===== src/rtl/axi4_wr_burst_scheduler.sv =====
// Round-robin scheduler sharing one AXI4 write channel (AW/W/B) among NUM burst requesters.
// Define AXI4_WR_SCHED_WAIT_BRESP_EN to hold the channel until the matching write response.
module axi4_wr_burst_scheduler #(
  parameter int NUM    = 4,
  parameter int DSIZE  = 128,
  parameter int ASIZE  = 32,
  parameter int LSIZE  = 8,
  parameter int IDSIZE = 4
) (
  input  logic                 clock,
  input  logic                 rst,
  input  logic [NUM-1:0]       req_valid,
  output logic [NUM-1:0]       req_ready,
  input  logic [NUM*ASIZE-1:0] req_addr,
  input  logic [NUM*LSIZE-1:0] req_len,
  input  logic [NUM*DSIZE-1:0] s_wdata,
  input  logic [NUM-1:0]       s_wvalid,
  input  logic [NUM-1:0]       s_wlast,
  output logic [NUM-1:0]       s_wready,
  output logic [IDSIZE-1:0]    axi_awid,
  output logic [ASIZE-1:0]     axi_awaddr,
  output logic [LSIZE-1:0]     axi_awlen,
  output logic                 axi_awvalid,
  input  logic                 axi_awready,
  output logic [DSIZE-1:0]     axi_wdata,
  output logic [DSIZE/8-1:0]   axi_wstrb,
  output logic                 axi_wlast,
  output logic                 axi_wvalid,
  input  logic                 axi_wready,
  input  logic [IDSIZE-1:0]    axi_bid,
  input  logic                 axi_bvalid,
  output logic                 axi_bready,
  output logic [NUM-1:0]       grant,
  output logic                 busy,
  output logic                 len_err
);
  // state | meaning
  // IDLE  | no burst owned; arbitrating among req_valid
  // AW    | presenting latched address/len/id until axi_awready
  // W     | routing the granted requester's beats until the one with axi_wlast
  // BRESP | waiting for axi_bvalid carrying our id (response-wait builds only)
  localparam int IDXW = $clog2(NUM);
  localparam int CW   = IDXW + 1;

`ifdef AXI4_WR_SCHED_WAIT_BRESP_EN
  typedef enum logic [1:0] {IDLE, AW, W, BRESP} state_t;
`else
  typedef enum logic [1:0] {IDLE, AW, W} state_t;
`endif

  state_t            state_q, state_d;
  logic [IDXW-1:0]   ptr_q;
  logic [IDXW-1:0]   sel_q;
  logic [ASIZE-1:0]  addr_q;
  logic [LSIZE-1:0]  len_q;
  logic [LSIZE:0]    cnt_q;
  logic              len_err_q;

  logic              pick_found;
  logic [IDXW-1:0]   pick_idx;
  logic [CW-1:0]     cand;
  logic              in_w;
  logic              w_acc;
  logic              wlast_int;

  // ptr_q holds the highest-priority requester for the next arbitration
  always_comb begin
    pick_found = 1'b0;
    pick_idx   = '0;
    cand       = '0;
    for (int i = 0; i < NUM; i++) begin
      cand = {1'b0, ptr_q} + CW'(i);
      if (cand >= CW'(NUM)) cand = cand - CW'(NUM);
      if (!pick_found && req_valid[cand[IDXW-1:0]]) begin
        pick_found = 1'b1;
        pick_idx   = cand[IDXW-1:0];
      end
    end
  end

  assign in_w      = (state_q == W);
  assign wlast_int = (cnt_q == {1'b0, len_q});
  assign w_acc     = in_w && s_wvalid[sel_q] && axi_wready;

  always_comb begin
    state_d = state_q;
    case (state_q)
      IDLE: if (pick_found) state_d = AW;
      AW:   if (axi_awready) state_d = W;
      W: begin
        if (w_acc && wlast_int) begin
`ifdef AXI4_WR_SCHED_WAIT_BRESP_EN
          state_d = BRESP;
`else
          state_d = IDLE;
`endif
        end
      end
`ifdef AXI4_WR_SCHED_WAIT_BRESP_EN
      BRESP: if (axi_bvalid && (axi_bid == axi_awid)) state_d = IDLE;
`endif
      default: state_d = IDLE;
    endcase
  end

  always_ff @(posedge clock or posedge rst) begin
    if (rst) begin
      state_q   <= IDLE;
      ptr_q     <= '0;
      sel_q     <= '0;
      addr_q    <= '0;
      len_q     <= '0;
      cnt_q     <= '0;
      len_err_q <= 1'b0;
    end else begin
      state_q <= state_d;
      if (state_q == IDLE && pick_found) begin
        sel_q  <= pick_idx;
        addr_q <= req_addr[pick_idx*ASIZE +: ASIZE];
        len_q  <= req_len[pick_idx*LSIZE +: LSIZE];
        ptr_q  <= (pick_idx == IDXW'(NUM-1)) ? '0 : pick_idx + 1'b1;
        cnt_q  <= '0;
      end
      if (w_acc) begin
        cnt_q <= wlast_int ? '0 : cnt_q + 1'b1;
        if (s_wlast[sel_q] != wlast_int) len_err_q <= 1'b1;
      end
    end
  end

  // req_ready is the only output that is combinational on inputs in IDLE, so gate it in reset
  assign req_ready   = (state_q == IDLE && pick_found && !rst) ? (NUM'(1) << pick_idx) : '0;
  assign busy        = (state_q != IDLE);
  assign grant       = busy ? (NUM'(1) << sel_q) : '0;
  assign axi_awvalid = (state_q == AW);
  assign axi_awaddr  = addr_q;
  assign axi_awlen   = len_q;
  assign axi_awid    = IDSIZE'(sel_q);
  assign axi_wvalid  = in_w && s_wvalid[sel_q];
  assign axi_wdata   = in_w ? s_wdata[sel_q*DSIZE +: DSIZE] : '0;
  assign axi_wlast   = in_w && wlast_int;
  assign axi_wstrb   = rst ? '0 : '1;
  assign s_wready    = in_w ? (NUM'(axi_wready) << sel_q) : '0;
  assign len_err     = len_err_q;

`ifdef AXI4_WR_SCHED_WAIT_BRESP_EN
  assign axi_bready = (state_q == BRESP);
`else
  // responses are accepted and dropped without holding the channel
  assign axi_bready = 1'b1;
  logic unused_bresp;
  assign unused_bresp = ^{axi_bid, axi_bvalid};
`endif

endmodule


===== config.mk =====
export PLATFORM = sky130hd
export DESIGN_NAME = axi4_wr_burst_scheduler
export DESIGN_NICKNAME = d
export VERILOG_FILES = /design/src/rtl/axi4_wr_burst_scheduler.sv
export SDC_FILE = /design/constraint.sdc
export NUM_CORES = 1
export LEC_CHECK = 0
export ABC_AREA = 1
export CAP_MARGIN = 20
export CORE_AREA = 3 3 346 348
export DETAILED_ROUTE_END_ITERATION = 8
export DIE_AREA = 0 0 349 351
export SLEW_MARGIN = 15
export SYNTH_ARGS = -nofsm -noshare
export SYNTH_HDL_FRONTEND = slang
export SYNTH_SLANG_ARGS = --single-unit

===== constraint.sdc =====
create_clock -name clock -period 6.5 [get_ports clock]
set_clock_uncertainty 0.05 [all_clocks]
set_input_delay 1.95 -clock clock [delete_from_list [all_inputs] [get_ports clock]]
set_output_delay 1.95 -clock clock [all_outputs]
set_load 0.05 [all_outputs]

After elaboration in Yosys (flattened, before gate mapping)
Index checks and enable logic that the tools add are counted.
Storage, ports and cells
  flip-flop bits (word level): 56
  latch bits: 0
  bits of input ports: 693
  logic and storage cells: 94
  memories: 0
  bits in read-only memories: 0
  bits in writable memories: 0
Cells by class
  div/mod/pow operators: 0
  eq/ne operators: 8
  shift operators: 6
  multiply operators: 0
  add/sub/neg operators: 9
  bitwise operators: 0
  order comparisons: 9
  reduce and logical (&&, ||, !) cells: 18
  mux-type cells: 37
Operators by type and width (number)
  $shiftx A512 B10 Y128: 1
  $mux W128: 1
  $shiftx A128 B8 Y32: 1
  $shiftx A32 B6 Y8: 1
  $mux W9: 3
  $mux W2: 12
  $mux W16: 1
  $lt A2 B3 Y1 const B: 5
  $bmux W1 S2: 6
  $mux W4: 3
  $mux W1: 10
  $add A9 B1 Y9 const B: 1
  $eq A9 B8 Y1: 1
  $ge A3 B3 Y1 const B: 3
  $logic_and A1 B1 Y1: 9
  $shl A1 B2 Y4 const A: 2
  $sub A2 B1 Y2 const B: 4
  $add A2 B2 Y3 const B: 2
  $pmux W2 S3: 1
  $eq A2 B2 Y1 const B: 2
  $logic_not A1 Y1: 4
  $ne A2 B1 Y1 const B: 2
  $reduce_bool A2 Y1: 2
  $shl A1 B2 Y4: 1
  9 further kinds: 9

Depth between registers and ports, before layout
Gate-level depths: netlist (run 1).
  depth after elaboration: 17
  mapped depth: 16
  gate-level depth less buffers: 14

Worst setup path after synthesis (run 1)
No wires, ideal clock.
  path type: input-to-output
  start point: input rst
  end point: output req_ready[0]
  arrival: 4695 ps
  slack: -195 ps
  data required time: 4500 ps
  buffers on the path: 0
  cell stages on the path: 3
  cell sequence: inv_1 -> nand2_1 -> nor2_1
Between the ends
  word-level cells in the longest chain between the ends: 3
Ends and longest elaborated chain
  from (decl): RTL line 11  | input logic rst,
  $logic_not A1 Y1: RTL line 132  | assign req_ready = (state_q == IDLE && pick_found && !rst) ? (NUM'(1) << pick_idx) : '0;
  $logic_and A1 B1 Y1: RTL line 132
  $mux W4: RTL line 132
  to (decl): RTL line 13  | output logic [NUM-1:0] req_ready,
Every way passes these cells.

Final worst setup path (run 1)
  start point: input req_valid[1]
  end point: output req_ready[3]
Between the ends
  word-level cells in the longest chain between the ends: 15
  elaborated cells on any way between the ends: 26
  classes of those cells: 1 x shift; 17 x mux; 8 x reduce/logical
Ends and longest elaborated chain
  from (decl): RTL line 12  | input logic [NUM-1:0] req_valid,
  $bmux W1 S2: RTL line 74  | if (!pick_found && req_valid[cand[IDXW-1:0]]) begin
  $mux W1 (not written as such): RTL line 74
  $mux W1: RTL line 74
  $logic_not A1 Y1: RTL line 74
  $logic_and A1 B1 Y1: RTL line 74
  $mux W1: RTL line 74
  $logic_not A1 Y1: RTL line 74
  $logic_and A1 B1 Y1: RTL line 74
  $mux W1: RTL line 74
  $logic_not A1 Y1: RTL line 74
  $logic_and A1 B1 Y1: RTL line 74
  $mux W1: RTL line 74
  $logic_and A1 B1 Y1 (2 in series): RTL line 132
  $mux W4 *: RTL line 132
Mark *: on every way between the ends. The rest lies on a longest branch, timed or not. The select of a mux whose other input is x is not followed.

==> metrics.txt, run 1 <==
DIE WIDTH=349 µm; clk slew on worst S/H paths=around 80 ps; Slew headroom=0.430; Crit. End Element=primary output; Gate power share=0.878; Crit Path Max Fanout=5; Vias/cell=around 3.6; DRT Pass-1 Iters=5; CP most frequent cell=nand3_1; gr usage total=0.145; vias in the first global route=12,700; CP max stage delay=~430 ps; number of port buffers=890; WL per Instance=26.1 µm; Sequential Power Share=0.080; final WL=between 90,000 and 100,000 µm; top cells by area, synth=a22oi_1, dfrtp_1, nand2_1; Max Transition Viols Final=0; core footprint=between 0.1 and 0.15 mm²; synth unique cells=32; Slew @ Worst Pin=about 850 ps; FILL cells=approximately 13,000; GP Congestion=0.893; Setup CP Type=in2out; # IOs=about 900; Startpoint Class=input port; synthesized flop and latch total=56; Nets=around 2,800; initial antenna violation count=between 90 and 100; endpoints failing setup=0; CTS H-tree depth=2; CTS root buffer=clkbuf_16; hold_buf cts=0; largest net degree at the start of global routing=between 70 and 80; Final period util=0.918; hold depth=2; # rows=about 130; P&R area growth vs syn=145%; Power Density=444 mW/mm²; maxcap violations=0; Setup TNS=0 ps; Leak=around 7.2 nW; Max IR drop VDD=approximately 430 µV; Vias=13,300; crit path time final=a little under 6000 ps; DRC=0; total CTS buffers=5; most area-hungry cell type in the Yosys netlist=a22oi_1; Die H=~350 µm; Routed Antenna Nets=0; Hold Vio Cnt, Final=0; Avg Cell Area, Syn=~6 µm²; RSZ-0062 raised after global routing=false; CTS tree=done; first-pass GRT wire length=118,000 µm; Setup Fix Bufs, Post-CTS=0; Worst Hold Class=reg2reg; Synth top area share=0.253; Starting Density=0.0652; r2r setup slk=around 3400 ps; Pint=between 2 and 3 mW; clock sink count=56; Total Power=roughly 8.3 mW; Die ar.=approximately 0.12 mm²; YS warnings=0; post-cts sizing count=0; outcome=complete, no violations; Seq/Total Area, Yosys=0.184; CP Buf/Inv Count=5; worst path cell trace=clkdlybuf4s50_1, inv_1, nand2_1, nand3_1, nand2_1, nor2_4, nand3_1, nand3_1, nand2_2, inv_2, ha_1, inv_1, nor2_1, buf_12; GRT Residual Overflow=0; Final HPWL DP=roughly 85,000 µm; post-layout util=0.160; Switching Share=0.642; worst path required time=between 4000 and 5000 ps; FF-to-FF path depth=10; Worst Path Arrival=3970 ps; Post-Syn Instances=1,264; worst skew pair latency=approximately 340 ps; Cell Area, Synth=0.00760 mm²; clock buffer depth=2; Fmax=around 170 MHz; share of cells above drive strength 1=0.0445; first-iteration detailed-routing DRC count=1,159; Switch Pwr=around 5.3 mW; clock share of power=0.042; Top Family by Delay on Critical Path=simple AND/OR/NAND/NOR gates; CP max stage cell=clkdlybuf4s50_1; Levels on crit path=14
-- logic make-up after synthesis --
kind of cell / share of synthesized area
compound gates: 0.352
xor+xnor: 0.00922
fa+ha+maj: 0.00823
buf+inv: 0.144
flops: 0.184
other cells: 0.000988
simple gates: 0.302
-- cell type report --
type / instances / area (µm²) / share of cell area
clock inverter: 2 / 38.8 / 0.00208
sequential: 56 / 1400 / 0.0753
timing repair buffer: 946 / 9420 / 0.506
inverter: 128 / 504 / 0.0271
clock buffer: 6 / 129 / 0.00692
antenna: 36 / 90.1 / 0.00484
multi-input combinational: 953 / 5130 / 0.275
tap: 1524 / 1910 / 0.102
-- cell usage in the layout (no fill, tap or decap), types with 2 or more instances in the layout --
cell type        count
clkdlybuf4s50_1    881
nand2_1            367
a22oi_1            256
a21oi_1            132
inv_1              119
nand3_1             73
dfrtp_1             56
buf_4               56
nand4_1             48
diode_2             36
nor2_1              21
o21ai_0             12
buf_12               9
nor3_1               8
xor2_1               7
inv_6                5
ha_1                 5
clkbuf_16            5
inv_2                4
nand2_2              4
nor2_4               4
conb_1               3
nand3_4              2
nor4_1               2
-- cell usage after synthesis, drive strengths merged --
| master | count |
|---|---|
| ha | 5 |
| o21ai | 12 |
| nand3b | 1 |
| nand2 | 371 |
| conb | 2 |
| nor3b | 1 |
| a22oi | 256 |
| nor2 | 26 |
| inv | 128 |
| xnor2 | 1 |
| nand4 | 48 |
| nor3 | 8 |
| nand3 | 76 |
| nor4 | 2 |
| xor2 | 7 |
| dfrtp | 56 |
| a22o | 1 |
| a21oi | 132 |
| o2111ai | 1 |
| clkbuf | 74 |
| buf | 54 |
| o22ai | 1 |
| o21bai | 1 |
-- stage by stage --
| step | setup WS, ps | hold WS, ps | area (µm²) | std cells |
|---|---|---|---|---|
| floorplan | 758 | 476 | 7610 | 1265 |
| global placement | 558 | 405 | 18400 | 3607 |
| detailed placement | 536 | 414 | 18400 | 3607 |
| CTS | 522 | 438 | 18500 | 3615 |
| global route | 331 | 459 | 18500 | 3620 |
| finish | 533 | 431 | 18600 | 3651 |
-- per-layer routing --
layer / wire length, µm / GRT usage
met5: 209 / 0
met4: 1800 / 0.0179
met3: 11000 / 0.0666
met2: 45200 / 0.253
met1: 37100 / 0.167
-- path summary, 6_finish.rpt --
| path | from | end |
|---|---|---|
| max | req_valid[1] | req_ready[3] |
| min | axi_awaddr[7] | axi_awaddr[7] |
| max reg2reg | sel_q[1] | cnt_q[4] |
| min reg2reg | axi_awaddr[7] | axi_awaddr[7] |
| max in group asynchronous | rst | len_err |
| min in group asynchronous | rst | axi_awaddr[20] |
-- tightest hold or removal path: cells and delay by family, from the launching register on --
kind          cells  cell delay [ps]
flops             1              350
simple gates      2              100
-- power groups by stage --
stage | combinational (mW) | sequential, mW | clock (mW)
after floorplan | 3.86 | 1.03 | 0
after global placement | 7.31 | 0.663 | 0
after detailed placement | 7.33 | 0.663 | 0
after CTS | 7.35 | 0.663 | 0.379
after global routing | 7.81 | 0.682 | 0.385
final | 7.27 | 0.660 | 0.350
-- flip-flops by register name, summed over array words and instances, names as in the netlist --
signal / cells
axi_awaddr: 32
cnt_q: 9
axi_awlen: 8
ptr_q: 2
sel_q: 2
state_q: 2
len_err: 1
(Power assumes the default switching activity.)
==> inputs of run 2 (changes only) <==
--- a/config.mk
+++ b/config.mk
@@ -10,6 +10,7 @@
 export CORE_AREA = 3 3 346 348
 export DETAILED_ROUTE_END_ITERATION = 8
 export DIE_AREA = 0 0 349 351
+export RECOVER_POWER = 50
 export SLEW_MARGIN = 15
 export SYNTH_ARGS = -nofsm -noshare
 export SYNTH_HDL_FRONTEND = slang
==> run 2 against run 1 <==
  * The flow now finishes with violations (max-capacitance violations, max-slew violations)
  * Clock-buffer cell count unchanged
  * Combinational power fell by 1%
  * Cell count about the same
  * Non-clock buffer count unchanged
  * Utilization about the same
  * Via count is 0.50% higher
  * Critical path depth is the same
  * Setup slack lost 87 ps
  * Largest power group unchanged
  * Highest routed layer unchanged
==> metrics.txt, run 2 (synthesis results as in run 1) <==
outcome=finished, violations left; failing checks=max-capacitance violations, max-slew violations; DIE WIDTH=349 µm (unchanged); share of cells above drive strength 1=0.0411 (-0.00335); Power Density=441 mW/mm² (-0.70%); hold depth=2 (unchanged); # IOs=899 (unchanged); worst path required time=4500 ps (about the same); largest net degree at the start of global routing=77 (unchanged); max FFs per register=32 (unchanged); dpl cells=3,607 (unchanged); CP max stage cell=clkdlybuf4s50_1; CP Buf/Inv Count=5 (unchanged); GP Congestion=0.893 (unchanged); Startpoint Class=input port; worst skew pair latency=340 ps (about the same); Top Family by Delay on Critical Path=simple AND/OR/NAND/NOR gates; number of port buffers=890 (unchanged); clock sink count=56 (unchanged); total CTS buffers=5 (unchanged); final WL=95,400 µm (+0.12%); hold endpoint=axi_awaddr[7]; first-iteration detailed-routing DRC count=1,134 (-2.2%); Setup Fix Bufs, Post-CTS=0 (unchanged); Die ar.=0.122 mm² (unchanged); Worst Hold Class=reg2reg; CTS H-tree depth=2 (unchanged); Max IR drop VDD=433 µV (-0.44%); worst reg2reg path startpoint=ptr_q[0]; initial antenna violation count=98 (unchanged); crit path launch=req_valid[1]; # rows=125 (unchanged); P&R area growth vs syn=145%; gr usage total=0.145 (unchanged); post-cts sizing count=0 (unchanged); hold_buf cts=0 (unchanged); Hold Vio Cnt, Final=0 (unchanged); CTS tree=done; maxcap violations=2 (+2); WL per Instance=26.1 µm (about the same); Critical R2R Capture=axi_awaddr[11]; commonest non-fill, non-tap cell in the layout=clkdlybuf4s50_1; RSZ-0062 raised after global routing=false; crit path time final=6050 ps (+86.5 ps); CTS root buffer=clkbuf_16; GRT Residual Overflow=0 (unchanged); Leak=7.22 nW (+0.49%); Routed Antenna Nets=0 (unchanged); CP max stage delay=430 ps (about the same); Setup CP Type=in2out; Final period util=0.931 (+0.0133); DRC=0 (unchanged); most frequent cells in the layout=clkdlybuf4s50_1, nand2_1, a22oi_1; Die H=351 µm (unchanged); Setup TNS=0 ps (unchanged); Fmax=165 MHz (-1.4%); Vias=13,400 (+0.50%); Hold Crit Start=axi_awaddr[7]; Slew @ Worst Pin=1840 ps (+985 ps); Final HPWL DP=84,900 µm (unchanged); Max Transition Viols Final=52 (+52); clk slew on worst S/H paths=80 ps (about the same); r2r setup slk=2370 ps (-1050 ps); DRT Pass-1 Iters=5 (unchanged); Crit Path Max Fanout=5 (unchanged); Starting Density=0.0652 (unchanged); Nets=2,788 (unchanged); core footprint=0.117 mm² (unchanged); first-pass GRT wire length=118,000 µm (unchanged); fin cells=3,652 (+0.027%); endpoints failing setup=0 (unchanged); Slew headroom=-0.225 (-0.655); smallest hold slack=426 ps (-5.65 ps); FF-to-FF path depth=15 (+5); worst path cell trace=clkdlybuf4s50_1, inv_1, nand2_1, nand3_1, nand2_1, nor2_4, nand3_1, nand3_1, nand2_1, inv_2, ha_1, inv_1, nor2_1, buf_12; Vias/cell=3.67 (+0.48%); clock buffer depth=2 (unchanged); Crit. End Element=primary output; Worst Path Arrival=4050 ps (+80 ps); vias in the first global route=12,700 (unchanged)
## run 2: layout make-up
| class | instances | area [µm²] |
|---|---|---|
| multi-input combinational | 953 | 5110 |
| tap | 1524 | 1910 |
| sequential | 56 | 1400 |
| clock inverter | 2 | 38.8 |
| fill | 13400 | 97900 |
| timing repair buffer | 946 | 9400 |
| antenna | 37 | 92.6 |
| clock buffer | 6 | 129 |
| inverter | 128 | 504 |
## run 2: worst min-delay path, cell delays in order, from the launching register on
cell and delay (ps):
dfrtp_1 340, nand2_1 50, nand2_1 50
## run 2: through the flow
stage                      util  power, mW  cell area (µm²)  setup slack [ps]
after floorplan               -       4.89             7610               758
after global placement    0.158       7.97            18400               558
after detailed placement  0.158       7.99            18400               536
after CTS                 0.159       8.39            18500               522
after global routing      0.159       8.80            18500               208
final                     0.160       8.20            18600               446
## run 2: routing by layer
metal | part of all wire | vias to the layer above | global-route usage
met5 | 0.0022 | - | 0
met4 | 0.020 | 34 | 0.0179
met3 | 0.11 | 156 | 0.0666
met2 | 0.47 | 836 | 0.253
met1 | 0.40 | 6251 | 0.167
li1 | - | 6113 | -
## run 2: worst max path at each step
stage,to,cells after the start
2_1_floorplan,req_ready[3],13
3_3_place_gp,req_ready[2],14
3_5_place_dp,req_ready[3],14
4_1_cts,req_ready[3],14
5_1_grt,req_ready[2],14
6_report,req_ready[3],14
## run 2: power by group
group / leakage (nW) / internal, mW / switching (mW)
Sequential: 0.703 / 0.509 / 0.145
Clock: 0.0817 / 0.185 / 0.164
Combinational: 6.43 / 2.21 / 4.99
